`src/rtl/bcd_gate_counter.sv`:
```
// Gated N-digit BCD event counter with snapshot latch, carry pulse and sticky overflow.
// Define BCD_GATE_COUNTER_DOWN_EN to add the UD port for up/down counting.
module bcd_gate_counter #(
    parameter int DIGITS  = 6,
    parameter int LAT_RST = 0
) (
    input  logic                F_IN,
    input  logic                CLR_N,
    input  logic                EN,
    input  logic                SCLR,
    input  logic                LATCH,
`ifdef BCD_GATE_COUNTER_DOWN_EN
    input  logic                UD,
`endif
    output logic [4*DIGITS-1:0] Q,
    output logic [4*DIGITS-1:0] Q_LAT,
    output logic                CO,
    output logic                OVF
);

    localparam int         W       = 4*DIGITS;
    localparam logic [3:0] LAT_NIB = 4'(LAT_RST);

    logic [W-1:0]  q_q, q_d;
    logic [W-1:0]  lat_q, lat_d;
    logic          co_q, co_d;
    logic          ovf_q, ovf_d;
    logic [DIGITS:0] nines;
    logic          up;

`ifdef BCD_GATE_COUNTER_DOWN_EN
    logic [DIGITS:0] zeros;

    assign up = UD;

    // Borrow chain: digit k moves only when every lower digit is 0
    always_comb begin
        zeros[0] = 1'b1;
        for (int k = 0; k < DIGITS; k++) begin
            zeros[k+1] = zeros[k] & (q_q[4*k +: 4] == 4'd0);
        end
    end
`else
    assign up = 1'b1;
`endif

    // Carry chain: digit k moves only when every lower digit is 9
    always_comb begin
        nines[0] = 1'b1;
        for (int k = 0; k < DIGITS; k++) begin
            nines[k+1] = nines[k] & (q_q[4*k +: 4] == 4'd9);
        end
    end

    always_comb begin
        q_d   = q_q;
        co_d  = 1'b0;
        ovf_d = ovf_q;
        lat_d = LATCH ? q_q : lat_q;
        if (SCLR) begin
            q_d   = '0;
            ovf_d = 1'b0;
        end else if (EN) begin
            if (up) begin
                for (int k = 0; k < DIGITS; k++) begin
                    if (nines[k]) begin
                        q_d[4*k +: 4] = (q_q[4*k +: 4] == 4'd9) ?
                                        4'd0 : q_q[4*k +: 4] + 4'd1;
                    end
                end
                if (nines[DIGITS]) begin
                    co_d  = 1'b1;
                    ovf_d = 1'b1;
                end
            end
`ifdef BCD_GATE_COUNTER_DOWN_EN
            else begin
                for (int k = 0; k < DIGITS; k++) begin
                    if (zeros[k]) begin
                        q_d[4*k +: 4] = (q_q[4*k +: 4] == 4'd0) ?
                                        4'd9 : q_q[4*k +: 4] - 4'd1;
                    end
                end
                if (zeros[DIGITS]) begin
                    co_d  = 1'b1;
                    ovf_d = 1'b1;
                end
            end
`endif
        end
    end

    always_ff @(posedge F_IN or negedge CLR_N) begin
        if (!CLR_N) begin
            q_q   <= '0;
            lat_q <= {DIGITS{LAT_NIB}};
            co_q  <= 1'b0;
            ovf_q <= 1'b0;
        end else begin
            q_q   <= q_d;
            lat_q <= lat_d;
            co_q  <= co_d;
            ovf_q <= ovf_d;
        end
    end

    assign Q     = q_q;
    assign Q_LAT = lat_q;
    assign CO    = co_q;
    assign OVF   = ovf_q;

endmodule
```
`config.mk`:
```
export PLATFORM = sky130hd
export DESIGN_NAME = bcd_gate_counter
export DESIGN_NICKNAME = d
export VERILOG_FILES = /design/src/rtl/bcd_gate_counter.sv
export SDC_FILE = /design/constraint.sdc
export NUM_CORES = 1
export LEC_CHECK = 0
export ABC_AREA = 1
export ABC_CLOCK_PERIOD_IN_PS = 3460
export BUFFER_PORTS_ARGS = -buffer_cell sky130_fd_sc_hd__buf_2
export CAP_MARGIN = 40
export CORE_UTILIZATION = 35
export CTS_BUF_LIST = sky130_fd_sc_hd__clkbuf_8
export CTS_CLUSTER_SIZE = 20
export DETAILED_ROUTE_END_ITERATION = 10
export PLACE_DENSITY_LB_ADDON = 0.15
export SLEW_MARGIN = 40
export SYNTH_ARGS = -nofsm -noshare
export SYNTH_HDL_FRONTEND = slang
export SYNTH_SLANG_ARGS = --single-unit
```
`constraint.sdc`:
```
create_clock -name F_IN -period 3.46 [get_ports F_IN]
set_input_delay 0.692 -clock F_IN [delete_from_list [all_inputs] [get_ports F_IN]]
set_output_delay 0.692 -clock F_IN [all_outputs]
set_load 0.005 [all_outputs]
```
## Yosys cells after proc, flatten, opt, wreduce, memory -nomap -nowiden

Index checks and enable logic that the tools add are counted.

| storage, ports and cells | value |
|---|---|
| flip-flop bits (word level) | 50 |
| output and inout port bits | 50 |
| word-level logic and storage cells | 58 |

| operators by class | value |
|---|---|
| add/sub/neg operators | 6 |
| eq/ne operators | 6 |
| muxes and demuxes | 19 |
| bitwise logic cells | 5 |
| reductions and logical operators | 13 |

Operator list:

| operator | count |
|---|---|
| $mux 24 | 2 |
| $mux 4 | 11 |
| $add 4x1->4 const B | 6 |
| $eq 4x4->1 const B | 6 |
| $reduce_bool 2->1 | 7 |
| $reduce_and 2->1 | 6 |
| $mux 1 | 6 |
| $and 1x1->1 | 5 |

## Depth between registers and ports, before layout

| depth | value |
|---|---|
| depth in word-level cells | 9 |
| gate-level depth with buffers | 9 |

## Worst setup path before layout

OpenSTA, ideal clock, no wires.

| timing | value |
|---|---|
| kind | input to register |
| start | input port LATCH |
| end | register lat_q[12], in the netlist Q_LAT[12] |
| arrival time | 1.392 ns |
| path slack | 1.944 ns |
| cell stages on the path | 3 |
| cell sequence | clkbuf_1 -> buf_2 -> mux2_2 |

RTL lines:

| element | RTL line | text |
|---|---|---|
| start, declared | 11 | `input logic LATCH,` |
| end signal, assigned | 96 | `lat_q <= {DIGITS{LAT_NIB}};` |
| end signal, assigned | 101 | `lat_q <= lat_d;` |
| end, declared | 25 | `logic [W-1:0] lat_q, lat_d;` |

No word-level cell between the ends.

## Final worst setup path

| timing | value |
|---|---|
| start | register q_q[16], in the netlist Q[16] |
| end | output port Q[16] |

RTL lines:

| element | RTL line | text |
|---|---|---|
| start, declared | 24 | `logic [W-1:0] q_q, q_d;` |
| start signal, assigned | 100 | `q_q <= q_d;` |
| end, declared | 15 | `output logic [4*DIGITS-1:0] Q,` |

No word-level cell between the ends.

==> summary.txt <==
Run status
  • Outcome: complete, no violations

Final layout
  • # nets final: 337
  • Diode count: 0
  • Register Area: 1250 µm²
  • Finished Cell Area: 2900 µm²
  • Synth-to-Final Area Change: 18.4%
  • Commonest non-fill, non-tap cell in the layout: buf_2
  • Footprint of the multi-input gates: 1060 µm²
  • Layout cells sized above 1: 28.5%
  • Filler cells: 679
  • Most frequent cells in the layout: buf_2, dfrtp_1, nand2_1

Power
  • Peak VDD IR: 0.136 mV
  • Logic gate share of total power: 16.6%
  • Internal: 889 µW
  • Register share of total power: 55.5%
  • PD cells: 430 nW/µm²
  • Leakage power: 1.59 nW
  • Clock Power Share: 27.9%
  • Psw: 359 µW
  • Switching share of total power: 28.8%

Logic synthesis
  • Synth Instances: 267
  • Main area contributors after synthesis: dfrtp_1, nand2_1, nor2_1, ha_1, nand3_1
  • Unique cell type count in the Yosys netlist: 27
  • Synthesis Warnings: 0
  • Synth async-reset ratio: 100%
  • Syn_area_per_cell: 9.18 µm²
  • Area fraction of the dominant cell type after synthesis: 51.1%
  • EDFF count, synth: 0
  • Yosys reg bits: 50
  • Main synth FF type: dfrtp_1
  • Post-Synthesis Cell Area: 2450 µm²
  • Seq/Total Area, Yosys: 51.1%
  • Yosys top cell by area: dfrtp_1
  • Synthesized Nets: 282

Worst setup path
  • Worst-path fanout max: 8
  • WP buf/inv: 1
  • Worst path cell trace: buf_2
  • Crit-path max cell delay: 0.49 ns
  • Crit start category: flop
  • Critical path type: flop to output pin
  • Worst path arrival time: 0.94 ns
  • CP required: 2.77 ns
  • CP max stage cell: dfrtp_1
  • Delay-heaviest family, CP: flip-flops
  • CP endpoint kind: output pin

Clock tree
  • Clk pin slew, worst setup/hold paths: 0.09 ns
  • Num CTS Buffers: 5
  • Clock Latency Late Sink: 0.29 ns
  • Longest Clk Path Bufs: 2
  • CTS Root Buffer Type: clkbuf_8
  • H-Tree Depth: 2
  • CTS tree: built
  • Post-CTS Setup Bufs: 0
  • Clock sinks: 50
  • Post-cts sizing count: 0
  • Hold-fix buffer count after cts: 0

Timing
  • RSZ-0062 raised after global routing: false
  • Slew @ Worst Pin: 0.744 ns
  • Post-route minimum period: 1.63 ns
  • Max-Slew Margin vs Limit: 50.4%
  • Final setup violation count: 0
  • Fin. max-slew vios: 0
  • Clock skew: 0.00341 ns
  • TNS Setup: 0 ns
  • Final hold slack: 0.406 ns
  • Setup ws final: 1.83 ns
  • Count of final hold-check violations: 0
  • Tcrit/Tclk final: 47.2%
  • FMAX: 612 MHz

Floorplan
  • Starting Density: 36.1%
  • Die height: 85.7 µm
  • Floorplan row count: 30
  • IO Count: 55
  • Core Area: 6790 µm²
  • Die area: 7340 µm²
  • Die width: 85.7 µm

Drt
  • Via count: 1925
  • Remaining DRCs: 0
  • First DRT Iteration DRCs: 139
  • First-pass DRT Iterations: 4
  • Detail Route Antenna Nets: 0
  • WL/cell: 12.2 µm
  • Final WL: 5100 µm
  • Avg Vias per Cell: 4.59

Global routing
  • Total Routing Usage GR: 15.0%
  • First-pass GRT wire length: 8720 µm
  • Vias in the first global route: 1810
  • Largest net degree at the start of global routing: 42
  • Most used routing layer: met2
  • Met2 GRT Util: 23.8%
  • Grt met1 use: 21.3%
  • M3 GR Usage: 3.08%
  • Initial antenna violation count: 0
  • GRT Residual Overflow: 0

Placement
  • Port buffer count: 54
  • Pre-CTS setup slack: 1.60 ns
  • GPL Wtd Cong: 0.769
  • Placed Area: 2810 µm²
  • Dpl hpwl: 3670 µm

Job
  • Max cap viols: 0

Min path
  • Worst Hold Class: input pin to asynchronous set/reset pin
cells by family (layout without fill, tap and decap cells):
kind of cell	count (synthesis)	in the layout	share of synthesized area, %
flops	50	50	51.1
buf+inv	33	89	5.62
fa+ha+maj	10	10	5.11
simple gates	129	129	26.1
mux	7	7	3.22
compound gates	32	32	6.74
xor+xnor	6	6	2.15
power groups by stage:
stage	Clock, mW	Sequential [mW]	Combinational (mW)
floorplan	0	0.702	0.115
global placement	0	0.704	0.209
detailed placement	0	0.704	0.212
CTS	0.366	0.693	0.212
global route	0.390	0.702	0.240
finish	0.349	0.692	0.207
worst paths after layout:
path,startpoint,endpoint,slack (ns),cells after the start
worst max-delay path,Q[16]$_DFFE_PN0P_,Q[16],1.83,1
worst min-delay path,CLR_N,Q_LAT[0]$_DFFE_PN0P_,0.41,1
worst max register to register,Q[9]$_DFFE_PN0P_,Q[21]$_DFFE_PN0P_,1.95,9
worst min register to register,OVF$_DFFE_PN0P_,OVF$_DFFE_PN0P_,0.50,2
max in group asynchronous,CLR_N,Q[16]$_DFFE_PN0P_,2.31,2
min in group F_IN,OVF$_DFFE_PN0P_,OVF$_DFFE_PN0P_,0.50,2
through the flow:
stage | cells | utilization [%] | power, mW
finish | 419 | 42.7 | 1.25
CTS | 419 | 42.7 | 1.27
floorplan | 267 | - | 0.817
global route | 419 | 42.7 | 1.33
detailed placement | 411 | 41.3 | 0.915
global placement | 411 | 41.3 | 0.913
cell type report:
cell class	count	share of cell area, %
Sequential cell	50	43.1
Multi-Input combinational cell	184	36.6
Timing Repair Buffer	55	9.58
Tap cell	96	4.14
Inverter	26	3.41
Clock buffer	6	2.85
Clock inverter	2	0.302
routing by layer:
layer | wire length [µm] | vias up
met5 | 0 | -
met4 | 40 | 0
met3 | 173 | 4
met2 | 2300 | 40
met1 | 2590 | 899
li1 | - | 982
flip-flops by register name, summed over array words and instances (netlist names):
register,flops
Q,24
Q_LAT,24
CO,1
OVF,1
Yosys cell counts, types with 4 or more instances:
master	number
dfrtp_1	50
nand2_1	42
nor2_1	37
nand3_1	22
inv_1	21
a21oi_1	20
ha_1	10
nand4_1	9
mux2_2	7
nand2_4	6
o21ai_0	5
o21ai_1	5
buf_2	4
inv_2	4
xor2_1	4
Power figures use the tool's default switching activity.
